## src/rtl/mc_ctrl_pkg.sv

```systemverilog
// ============================================================================
// Module  : mc_ctrl_pkg
// Brief   : Shared encodings for the multi-cycle MIPS control unit.
// Revision: 1.0 - initial release
// ============================================================================
`default_nettype none

package mc_ctrl_pkg;

    typedef enum logic [3:0] {
        S_FETCH     = 4'd0,
        S_DECODE    = 4'd1,
        S_MEM_ADDR  = 4'd2,
        S_MEM_RD    = 4'd3,
        S_MEM_WB    = 4'd4,
        S_MEM_WR    = 4'd5,
        S_R_EXEC    = 4'd6,
        S_R_WB      = 4'd7,
        S_BRANCH    = 4'd8,
        S_JUMP      = 4'd9,
        S_ADDI_EXEC = 4'd10,
        S_ADDI_WB   = 4'd11,
        S_TRAP      = 4'd12
    } state_t;

    localparam logic [5:0] OP_RTYPE = 6'b000000;
    localparam logic [5:0] OP_LW    = 6'b100011;
    localparam logic [5:0] OP_SW    = 6'b101011;
    localparam logic [5:0] OP_BEQ   = 6'b000100;
    localparam logic [5:0] OP_J     = 6'b000010;
    localparam logic [5:0] OP_ADDI  = 6'b001000;

    localparam logic [5:0] FN_ADD = 6'b100000;
    localparam logic [5:0] FN_SUB = 6'b100010;
    localparam logic [5:0] FN_AND = 6'b100100;
    localparam logic [5:0] FN_OR  = 6'b100101;
    localparam logic [5:0] FN_XOR = 6'b100110;

    localparam logic [2:0] ALU_ADD = 3'b000;
    localparam logic [2:0] ALU_SUB = 3'b001;
    localparam logic [2:0] ALU_AND = 3'b010;
    localparam logic [2:0] ALU_OR  = 3'b011;
    localparam logic [2:0] ALU_XOR = 3'b100;
    localparam logic [2:0] ALU_BEQ = 3'b111;

    localparam logic [1:0] SRCB_REG     = 2'b00;
    localparam logic [1:0] SRCB_FOUR    = 2'b01;
    localparam logic [1:0] SRCB_IMM     = 2'b10;
    localparam logic [1:0] SRCB_IMM_SL2 = 2'b11;

    localparam logic [1:0] PCSRC_ALU  = 2'b00;
    localparam logic [1:0] PCSRC_HOLD = 2'b01;
    localparam logic [1:0] PCSRC_JUMP = 2'b10;

endpackage

`default_nettype wire

```

## src/rtl/mc_alu_decode.sv

```systemverilog
// ============================================================================
// Module  : mc_alu_decode
// Brief   : R-type funct field to ALU operation, flags unsupported functs.
// Revision: 1.0 - initial release
// ============================================================================
`default_nettype none

module mc_alu_decode
    import mc_ctrl_pkg::*;
(
    input  logic [5:0] funct,
    output logic [2:0] alu_op,
    output logic       funct_illegal
);

    always_comb begin
        alu_op        = ALU_ADD;
        funct_illegal = 1'b0;
        case (funct)
            FN_ADD:  alu_op = ALU_ADD;
            FN_SUB:  alu_op = ALU_SUB;
            FN_AND:  alu_op = ALU_AND;
            FN_OR:   alu_op = ALU_OR;
            FN_XOR:  alu_op = ALU_XOR;
            default: funct_illegal = 1'b1;
        endcase
    end

endmodule

`default_nettype wire

```

## src/rtl/mc_control_fsm.sv

```systemverilog
// ============================================================================
// Module  : mc_control_fsm
// Brief   : Multi-cycle MIPS main control FSM; MC_PERF_COUNTERS_EN adds
//           cycle/instruction counters.
// Revision: 1.0 - initial release
// ============================================================================
`default_nettype none

module mc_control_fsm
    import mc_ctrl_pkg::*;
#(
    parameter int PC_WR_ON_RESET = 0
) (
    input  logic       clk,
    input  logic       reset,
    input  logic       run,
    input  logic [5:0] opcode,
    input  logic [5:0] funct,
    input  logic       zero,
    output logic       pc_wr,
    output logic       iord,
    output logic       mem_read,
    output logic       mem_write,
    output logic       ir_write,
    output logic       mem_to_reg,
    output logic       reg_write,
    output logic       reg_dst,
    output logic       alu_src_a,
    output logic [1:0] alu_src_b,
    output logic [2:0] alu_op,
    output logic [1:0] pc_source,
    output logic [3:0] state,
    output logic       instr_done,
    output logic       illegal
`ifdef MC_PERF_COUNTERS_EN
    ,
    output logic [31:0] cycle_cnt,
    output logic [31:0] instr_cnt
`endif
);

    state_t     r_state;
    logic       r_first_fetch;
    logic [2:0] w_funct_alu_op;
    logic       w_funct_illegal;

    mc_alu_decode u_alu_decode (
        .funct         (funct),
        .alu_op        (w_funct_alu_op),
        .funct_illegal (w_funct_illegal)
    );

    always_ff @(posedge clk or posedge reset) begin
        if (reset) begin
            r_state <= S_FETCH;
        end else begin
            case (r_state)
                S_FETCH:     if (run) r_state <= S_DECODE;
                S_DECODE: begin
                    case (opcode)
                        OP_RTYPE:     r_state <= S_R_EXEC;
                        OP_LW, OP_SW: r_state <= S_MEM_ADDR;
                        OP_BEQ:       r_state <= S_BRANCH;
                        OP_J:         r_state <= S_JUMP;
                        OP_ADDI:      r_state <= S_ADDI_EXEC;
                        default:      r_state <= S_TRAP;
                    endcase
                end
                S_MEM_ADDR:  r_state <= (opcode == OP_SW) ? S_MEM_WR : S_MEM_RD;
                S_MEM_RD:    r_state <= S_MEM_WB;
                S_R_EXEC:    r_state <= w_funct_illegal ? S_TRAP : S_R_WB;
                S_ADDI_EXEC: r_state <= S_ADDI_WB;
                S_TRAP:      r_state <= S_TRAP;
                default:     r_state <= S_FETCH;
            endcase
        end
    end

    // Marks the first cycle after reset release for the legacy debug pc_wr.
    always_ff @(posedge clk or posedge reset) begin
        if (reset) r_first_fetch <= 1'b1;
        else       r_first_fetch <= 1'b0;
    end

    assign state = r_state;

    // Reset gates the decode so no strobe survives an abort, even with run high.
    always_comb begin
        pc_wr      = 1'b0;
        iord       = 1'b0;
        mem_read   = 1'b0;
        mem_write  = 1'b0;
        ir_write   = 1'b0;
        mem_to_reg = 1'b0;
        reg_write  = 1'b0;
        reg_dst    = 1'b0;
        alu_src_a  = 1'b0;
        alu_src_b  = SRCB_REG;
        alu_op     = ALU_ADD;
        pc_source  = PCSRC_ALU;
        instr_done = 1'b0;
        illegal    = 1'b0;
        if (!reset) begin
            case (r_state)
                S_FETCH: begin
                    if (run) begin
                        mem_read  = 1'b1;
                        ir_write  = 1'b1;
                        alu_src_b = SRCB_FOUR;
                        pc_wr     = 1'b1;
                    end
                    if ((PC_WR_ON_RESET != 0) && r_first_fetch) pc_wr = 1'b1;
                end
                S_DECODE: alu_src_b = SRCB_IMM_SL2;
                S_MEM_ADDR, S_ADDI_EXEC: begin
                    alu_src_a = 1'b1;
                    alu_src_b = SRCB_IMM;
                end
                S_MEM_RD, S_MEM_WB: begin
                    alu_src_a  = 1'b1;
                    alu_src_b  = SRCB_IMM;
                    iord       = 1'b1;
                    mem_read   = 1'b1;
                    mem_to_reg = (r_state == S_MEM_WB);
                    reg_write  = (r_state == S_MEM_WB);
                    instr_done = (r_state == S_MEM_WB);
                end
                S_MEM_WR: begin
                    alu_src_a  = 1'b1;
                    alu_src_b  = SRCB_IMM;
                    iord       = 1'b1;
                    mem_write  = 1'b1;
                    instr_done = 1'b1;
                end
                S_R_EXEC, S_R_WB: begin
                    alu_src_a  = 1'b1;
                    alu_op     = w_funct_alu_op;
                    reg_dst    = (r_state == S_R_WB);
                    reg_write  = (r_state == S_R_WB);
                    instr_done = (r_state == S_R_WB);
                end
                S_ADDI_WB: begin
                    alu_src_a  = 1'b1;
                    alu_src_b  = SRCB_IMM;
                    reg_write  = 1'b1;
                    instr_done = 1'b1;
                end
                S_BRANCH: begin
                    alu_src_a  = 1'b1;
                    alu_op     = ALU_BEQ;
                    pc_source  = PCSRC_HOLD;
                    pc_wr      = zero;
                    instr_done = 1'b1;
                end
                S_JUMP: begin
                    pc_source  = PCSRC_JUMP;
                    pc_wr      = 1'b1;
                    instr_done = 1'b1;
                end
                S_TRAP:  illegal = 1'b1;
                default: ;
            endcase
        end
    end

`ifdef MC_PERF_COUNTERS_EN
    always_ff @(posedge clk or posedge reset) begin
        if (reset) begin
            cycle_cnt <= 32'd0;
            instr_cnt <= 32'd0;
        end else begin
            if (!((r_state == S_FETCH) && !run) && (r_state != S_TRAP))
                cycle_cnt <= cycle_cnt + 32'd1;
            if (instr_done)
                instr_cnt <= instr_cnt + 32'd1;
        end
    end
`endif

endmodule

`default_nettype wire

```

## config.mk

```make
export PLATFORM = sky130hd
export DESIGN_NAME = mc_control_fsm
export DESIGN_NICKNAME = d
export VERILOG_FILES = /design/src/rtl/mc_ctrl_pkg.sv /design/src/rtl/mc_alu_decode.sv /design/src/rtl/mc_control_fsm.sv
export SDC_FILE = /design/constraint.sdc
export NUM_CORES = 1
export LEC_CHECK = 0
export ABC_AREA = 1
export CORE_MARGIN = 1
export CORE_UTILIZATION = 40
export DETAILED_ROUTE_END_ITERATION = 7
export PLACE_DENSITY_LB_ADDON = 0.25
export SLEW_MARGIN = 5
export SYNTH_ARGS = -nofsm -noshare
export SYNTH_HDL_FRONTEND = slang
export SYNTH_HIERARCHICAL = 1
export SYNTH_SLANG_ARGS = --single-unit
```

## constraint.sdc

```tcl
create_clock -name clk -period 2.8 [get_ports clk]
set_input_delay 0.42 -clock clk [delete_from_list [all_inputs] [get_ports clk]]
set_output_delay 0.42 -clock clk [all_outputs]
set_load 0.01 [all_outputs]
```

==> impl_metrics.toml, run 1 <==
[global_route]
grt_pass1_vias = 811
grt.total_usage_pct = 22.2
grt_overflow = 0
grt_pass1_wl_um = 3190
grt_max_degree = 12
antenna_found_initial = 0

[status]
status = "finished clean"

[synthesis]
yosysSeqAreaShare_pct = 15.2
yosysTopAreaCellShare_pct = 19.9
yosysWarnings = 6
synth.distinct_cells = 20
mappedNetlistNets = 149
synth_area_leaders = "nand2_1, nor2_1, dfrtp_1"
synth_area_um2 = 661
avgSynthCellArea_um2 = 4.97
synth_most_common_cell = "nand2_1"
synth_commonest_cells = "nand2_1, nor2_1, inv_1, inv_2, nand3_1"
synth_flop_cell = "dfrtp_1"
synth_edf_count = 0
synth-seq-cells = 4
synthArstFlopShare_pct = 100
netlist_instances = 133
synth_top_area_cell = "nand2_1"

[final_layout]
num_antenna_cells = 0
fillCellCount = 141
drive_gt1_share_pct = 11.0
final_area_um2 = 1070
nets = 190
fin_cells = 188
syn2layout_area_growth_pct = 62.3
largest_register_ffs = 4

[routing]
viasPerCell = 5.01
wl_met3_um = 94
first_iter_violations = 29
final_antenna_net_count = 0
met2WireLength_um = 977
first_pass_iters = 4
drc_errors = 0
wl_per_cell_um = 10.1
wl_met1_um = 828
top_layer_used = "met3"
wirelength_um = 1900
vias = 941

[place]
port_buffers = 37
dpl.cell_count = 185
dpl_cell_area_um2 = 1050
pre_cts_slack_ns = 0.0997
place.gp.congestion = 0.844
dp_hpwl_um = 1590

[sta]
finalSetupViolCount = 0
hold_viol_final = 0
finalSetupTns_ns = 0
worst_slack_ns = 0.155
relSlewSlack_pct = 78.0
rsz0062_at_grt = "false"
worst_pin_slew_ns = 0.330
drv_slew = 0
period_needed_ns = 2.65
fin_skew_ns = 0.00782
fin_crit_sh_pct = 94.5
max_freq_mhz = 378

[clock_network]
ctsResizeCount = 0
cts_buffer_depth = 2
postCtsSetupBuffers = 0
holdBufCountCts = 0
clkSinkCount = 4
cts_tree = "yes"
cts_buffers = 3
cts.clk_slew.worst_paths_ns = 0.04
root_buffer = "clkbuf_4"
insertion_delay_ns = 0.24
cts_max_level = 1

[worst_setup_path]
worstSetupPathType = "in2out"
required_ns = 2.38
path_max_fanout = 11
crit_path_start_kind = "primary input"
cp_data_arrival_time_ns = 2.23
cp-end-kind = "output pin"

[power]
total_power_mw = 0.641
irDropWorstVdd_mv = 0.539
p_leak_nw = 0.508
powerDensity_nw_per_um2 = 598

[floorplan]
io_pins = 38
core_um2 = 1520
initial_core_util_pct = 43.3
die_w_um = 42.6
rows = 14
die_h_um = 42.6
die_area_um2 = 1820

[hold_path]
hold_class = "in2async"

[run]
maxCapViolCount = 0
==> stage by stage <==
stage | hold WS, ns | utilization (%)
floorplan | 0.203 | -
global placement | 0.736 | 68.6
detailed placement | 0.760 | 68.6
CTS | 0.516 | 70.1
global route | 0.597 | 70.4
finish | 0.573 | 70.4
==> worst max-delay path: stages <==
cell,delay (ns)
clkdlybuf4s50_1,0.59
clkinvlp_4,0.26
o21ai_1,0.20
nor3_1,0.07
or2_1,0.20
clkdlybuf4s50_1,0.47
==> layout by cell type (no fill, tap or decap) <==
cell,synthesis,layout
clkbuf_4,0,3
inv_2,9,9
nand2_1,35,35
and2_1,1,1
nor2_1,33,33
or2_1,1,1
nor3_1,7,7
a21oi_1,1,1
o21ai_1,5,5
a31oi_1,3,3
clkinvlp_4,0,1
o21ai_0,4,4
nand3_1,8,8
nor2_4,1,1
o211ai_1,1,1
dfrtp_1,4,4
inv_1,12,12
nand3b_1,1,1
nor2_2,4,4
nand3_2,1,1
clkdlybuf4s50_1,0,37
==> metal layers <==
metal / up-vias / global-route usage [%]
met5: - / 0
met4: 0 / 5.00
met3: 0 / 4.74
met2: 39 / 39.1
met1: 406 / 27.3
li1: 496 / -
==> final cells by class <==
cell class	count	area, um2	share of cell area, %
sequential	4	100	9.33
multi-input combinational	106	473	44.1
timing repair buffer	37	370	34.5
clock buffer	3	22.5	2.10
inverter	22	86.3	8.05
tap	16	20.0	1.87
==> power breakdown <==
group / leakage, nW / total (mW) / internal, mW / switching (mW)
registers: 0.0524 / 0.121 / 0.0774 / 0.0439
logic: 0.442 / 0.449 / 0.215 / 0.234
clock network: 0.0138 / 0.0705 / 0.0478 / 0.0226
==> path summary, 6_finish.rpt <==
check                          from         to  slack (ns)  cells past startpoint
setup / recovery              reset  reg_write        0.15                      6
hold / removal                reset   state[2]        0.57                      2
setup reg to reg           state[2]   state[0]        1.51                      6
hold reg to reg            state[0]   state[2]        0.79                      3
max in group asynchronous     reset   state[0]        2.06                      2
min in group clk           state[0]   state[2]        0.79                      3
==> cells by family after synthesis <==
group                  count (synthesis)  share of synthesized area, %
AND/OR/NAND/NOR                       92                          60.0
flip-flops                             4                          15.2
buffers and inverters                 23                          13.3
AO/OA/AOI/OAI                         14                          11.6
Power figures use the tool's default switching activity.
==> run 2: changes to the inputs <==
PLACE_DENSITY = 0.85   (was unset)
PLACE_DENSITY_LB_ADDON = unset   (was 0.25)
==> impl_metrics.toml, run 2 (synthesis gave the netlist of run 1 again) <==
[power]
powerDensity_nw_per_um2 = 599
total_power_mw = 0.640
p_leak_nw = 0.510
irDropWorstVdd_mv = 0.285

[clock_network]
cts_tree = "yes"
holdBufCountCts = 0
clkSinkCount = 4
cts.clk_slew.worst_paths_ns = 0.04
cts_max_level = 1
insertion_delay_ns = 0.23
root_buffer = "clkbuf_4"
cts_buffers = 3
ctsResizeCount = 0
cts_buffer_depth = 2
postCtsSetupBuffers = 0

[final_layout]
largest_register_ffs = 4
drive_gt1_share_pct = 10.5
final_common_cell = "clkdlybuf4s50_1"
nets = 190
final_cell_mix = "clkdlybuf4s50_1, nand2_1, nor2_1, inv_1, inv_2"
fillCellCount = 144
syn2layout_area_growth_pct = 61.7
num_antenna_cells = 0

[worst_setup_path]
required_ns = 2.38
critPathTopFamily = "buffers and inverters"
critPathSlowestCell = "clkdlybuf4s50_1"
worst_path_most_repeated_cell = "clkdlybuf4s50_1"
crit_path_start_kind = "primary input"
cp-end-kind = "output pin"
worstSetupPathType = "in2out"
cp.buffers_inverters = 3
cp_data_arrival_time_ns = 2.26
path_cells = "clkdlybuf4s50_1 > clkinv_1 > o21ai_1 > nor3_1 > or2_1 > clkdlybuf4s50_1"
path_max_fanout = 11
slowest_delay_ns = 0.55

[routing]
vias = 948
wirelength_um = 1970
drc_errors = 0
wl_per_cell_um = 10.5
final_antenna_net_count = 0
viasPerCell = 5.04
first_iter_violations = 30
first_pass_iters = 4

[global_route]
grt_pass1_vias = 837
grt.total_usage_pct = 24.6
grt_max_degree = 12
antenna_found_initial = 0
grt_pass1_wl_um = 3460
grt_overflow = 0

[status]
status = "finished clean"

[place]
place.gp.congestion = 0.897
port_buffers = 37
dp_hpwl_um = 1660

[floorplan]
rows = 14
die_h_um = 42.6
die_w_um = 42.6
initial_core_util_pct = 43.3
io_pins = 38
core_um2 = 1520
die_area_um2 = 1820

[sta]
rsz0062_at_grt = "false"
fin_crit_sh_pct = 95.6
max_freq_mhz = 374
finalSetupViolCount = 0
relSlewSlack_pct = 79.6
finalSetupTns_ns = 0
drv_slew = 0
period_needed_ns = 2.68
worst_pin_slew_ns = 0.304
hold_viol_final = 0
fin_skew_ns = 0.00511

[run]
maxCapViolCount = 0

[hold_path]
hold_class = "in2async"
[run 2: cell types whose count changed in the layout (fill, tap and decap cells not counted), sizes merged]
cell	before	now
clkinv	0	1
clkinvlp	1	0
[run 2: metal layers]
metal  share of wire (%)  GRT usage (%)  up-vias
li1                    -              -      495
met1                  44           31.1      395
met3                 8.4           4.31        4
met5                   0              0        -
met2                  46           40.6       54
met4                 1.4           10.6        0
[run 2: metrics by stage]
step / hold slack (ns) / area (um2) / setup slack (ns) / instances / utilization, %
after floorplan: 0.203 / 661 / 1.17 / 133 / -
after global placement: 0.745 / 1050 / 0.168 / 185 / 68.6
after detailed placement: 0.764 / 1050 / 0.116 / 185 / 68.6
after CTS: 0.521 / 1070 / 0.110 / 188 / 70.1
after global routing: 0.549 / 1070 / 0.0167 / 188 / 70.1
final: 0.522 / 1070 / 0.124 / 188 / 70.1
[run 2: cell type report]
cell class / instances / area, um2 / share of cell area (%)
tap: 16 / 20.0 / 1.87
sequential: 4 / 100 / 9.37
timing repair buffer: 37 / 370 / 34.7
inverter: 22 / 82.6 / 7.73
multi-input combinational: 106 / 473 / 44.3
clock buffer: 3 / 22.5 / 2.11
[run 2: final timing paths]
kind                                   to  startpoint  slack (ns)  depth (start not counted)
worst max-delay path            reg_write       reset        0.12                          6
min in group clk                 state[2]    state[0]        0.79                          3
worst min register to register   state[2]    state[0]        0.79                          3
worst max register to register   state[0]    state[2]        1.52                          6
max in group asynchronous        state[0]       reset        2.09                          2
worst min-delay path             state[2]       reset        0.52                          2
[run 2: report_power, final]
group	switching (mW)	internal (mW)
registers	0.0455	0.0774
clock network	0.0219	0.0478
logic	0.233	0.215
==> run 3: changes to the inputs <==
GPL_TIMING_DRIVEN = 0   (was unset)
SLEW_MARGIN = 20   (was 5)
==> impl_metrics.toml, run 3 (synthesis gave the netlist of run 1 again) <==
[status]
status = "finished clean"

[clock_network]
cts.clk_slew.worst_paths_ns = 0.04
cts_buffers = 3
root_buffer = "clkbuf_4"
cts_max_level = 1
cts_tree = "yes"
postCtsSetupBuffers = 0
clkSinkCount = 4
cts_buffer_depth = 2
insertion_delay_ns = 0.24

[sta]
period_needed_ns = 2.64
relSlewSlack_pct = 80.4
worst_pin_slew_ns = 0.295
fin_skew_ns = 0.00578
hold_viol_final = 0
rsz0062_at_grt = "false"
hold-worst-slack_ns = 0.557
finalSetupTns_ns = 0
max_freq_mhz = 379
fin_crit_sh_pct = 94.3
drv_slew = 0
finalSetupViolCount = 0

[final_layout]
largest_register_ffs = 4
final_common_cell = "clkdlybuf4s50_1"
drive_gt1_share_pct = 11.6
regArea_um2 = 100
num_antenna_cells = 0
syn2layout_area_growth_pct = 63.1
final_cell_mix = "clkdlybuf4s50_1, nand2_1, nor2_1, inv_1, inv_2"
multi_input_area_um2 = 473
fillCellCount = 142
nets = 191

[routing]
drc_errors = 0
first_iter_violations = 22
wl_per_cell_um = 11.0
final_antenna_net_count = 0
first_pass_iters = 6
vias = 971
viasPerCell = 5.14
wirelength_um = 2080

[power]
p_seq_share_pct = 18.4
p_int_mw = 0.342
irDropWorstVdd_mv = 0.286
p_leak_nw = 0.514
powerDensity_nw_per_um2 = 598
switchingPower_mw = 0.302
power_frac_comb_pct = 70.7
p_clk_share_pct = 10.9
swShare_pct = 46.9

[worst_setup_path]
slowest_delay_ns = 0.58
crit_start = "reset"
cp_data_arrival_time_ns = 2.22
required_ns = 2.38
path_cells = "clkdlybuf4s50_1 > clkinvlp_4 > o21ai_1 > nor3_1 > or2_1 > clkdlybuf4s50_1"
worst_path_most_repeated_cell = "clkdlybuf4s50_1"
worstSetupPathType = "in2out"
path_max_fanout = 11
crit_path_start_kind = "primary input"
reg2reg_slack_ns = 1.54
r2r-start = "state[3]"
critPathSlowestCell = "clkdlybuf4s50_1"
cp-end-kind = "output pin"

[global_route]
antenna_found_initial = 0
grt.total_usage_pct = 25.8
grt_pass1_wl_um = 3570
grt_max_degree = 12
grt_pass1_vias = 863
grt_overflow = 0

[floorplan]
die_h_um = 42.6
io_pins = 38
initial_core_util_pct = 43.3
core_um2 = 1520
die_area_um2 = 1820
rows = 14
die_w_um = 42.6

[place]
dp_hpwl_um = 1740
port_buffers = 37
place.gp.congestion = 0.832

[run]
maxCapViolCount = 0

[hold_path]
hold_class = "in2async"
run 3: changes by cell type in the layout (fill, tap and decap cells not counted):
cell,previous run,this run
buf_2,0,1
clkinvlp_4,0,1
clkinv_1,1,0
run 3: cell type report:
type / count / area share [%]
buffer: 1 / 0.465
timing repair buffer: 37 / 34.4
sequential: 4 / 9.29
clock buffer: 3 / 2.09
tap: 16 / 1.86
inverter: 22 / 8.01
multi-input combinational: 106 / 43.9
run 3: what timing repair did:
| item | CTS | global route |
|---|---|---|
| endpoints found under the setup margin | 0 | 1 |
| hold buffers | 0 | 0 |
| resized for setup | 0 | 1 |
run 3: per-stage QoR:
step	instances	util (%)	cell area (um2)	power (mW)	setup WS, ns
after floorplan	133	-	661	0.356	1.17
after global placement	186	69.0	1050	0.559	0.132
after detailed placement	186	69.0	1050	0.570	0.121
after CTS	189	70.4	1070	0.641	0.118
after global routing	189	70.7	1080	0.698	0.00927
final	189	70.7	1080	0.644	0.161
run 3: worst max-delay path, delay by kind of cell:
kind / cells / cell delay, ns
buf+inv: 3 / 1.31
simple gates: 2 / 0.27
compound gates: 1 / 0.21
run 3: metal layers:
metal	vias up	routed length [um]	track usage, %
met5	-	0	0
met2	53	1010	44.5
met3	5	155	5.60
met4	0	24	8.75
met1	415	888	31.1
li1	498	-	-
run 3: power by group through the flow:
| stage | registers (mW) | logic (mW) | clock network (mW) |
|---|---|---|---|
| 2_1_floorplan | 0.119 | 0.238 | 0 |
| 3_3_place_gp | 0.116 | 0.442 | 0 |
| 3_5_place_dp | 0.117 | 0.453 | 0 |
| 4_1_cts | 0.116 | 0.455 | 0.0702 |
| 5_1_grt | 0.119 | 0.502 | 0.0772 |
| 6_report | 0.119 | 0.455 | 0.0702 |
run 3: path summary, 6_finish.rpt:
check | end | cells past startpoint
setup reg to reg | state[1] | 5
max in group asynchronous | state[2] | 2
min in group clk | state[0] | 3
hold / removal | state[3] | 2
setup / recovery | reg_write | 6
hold reg to reg | state[0] | 3
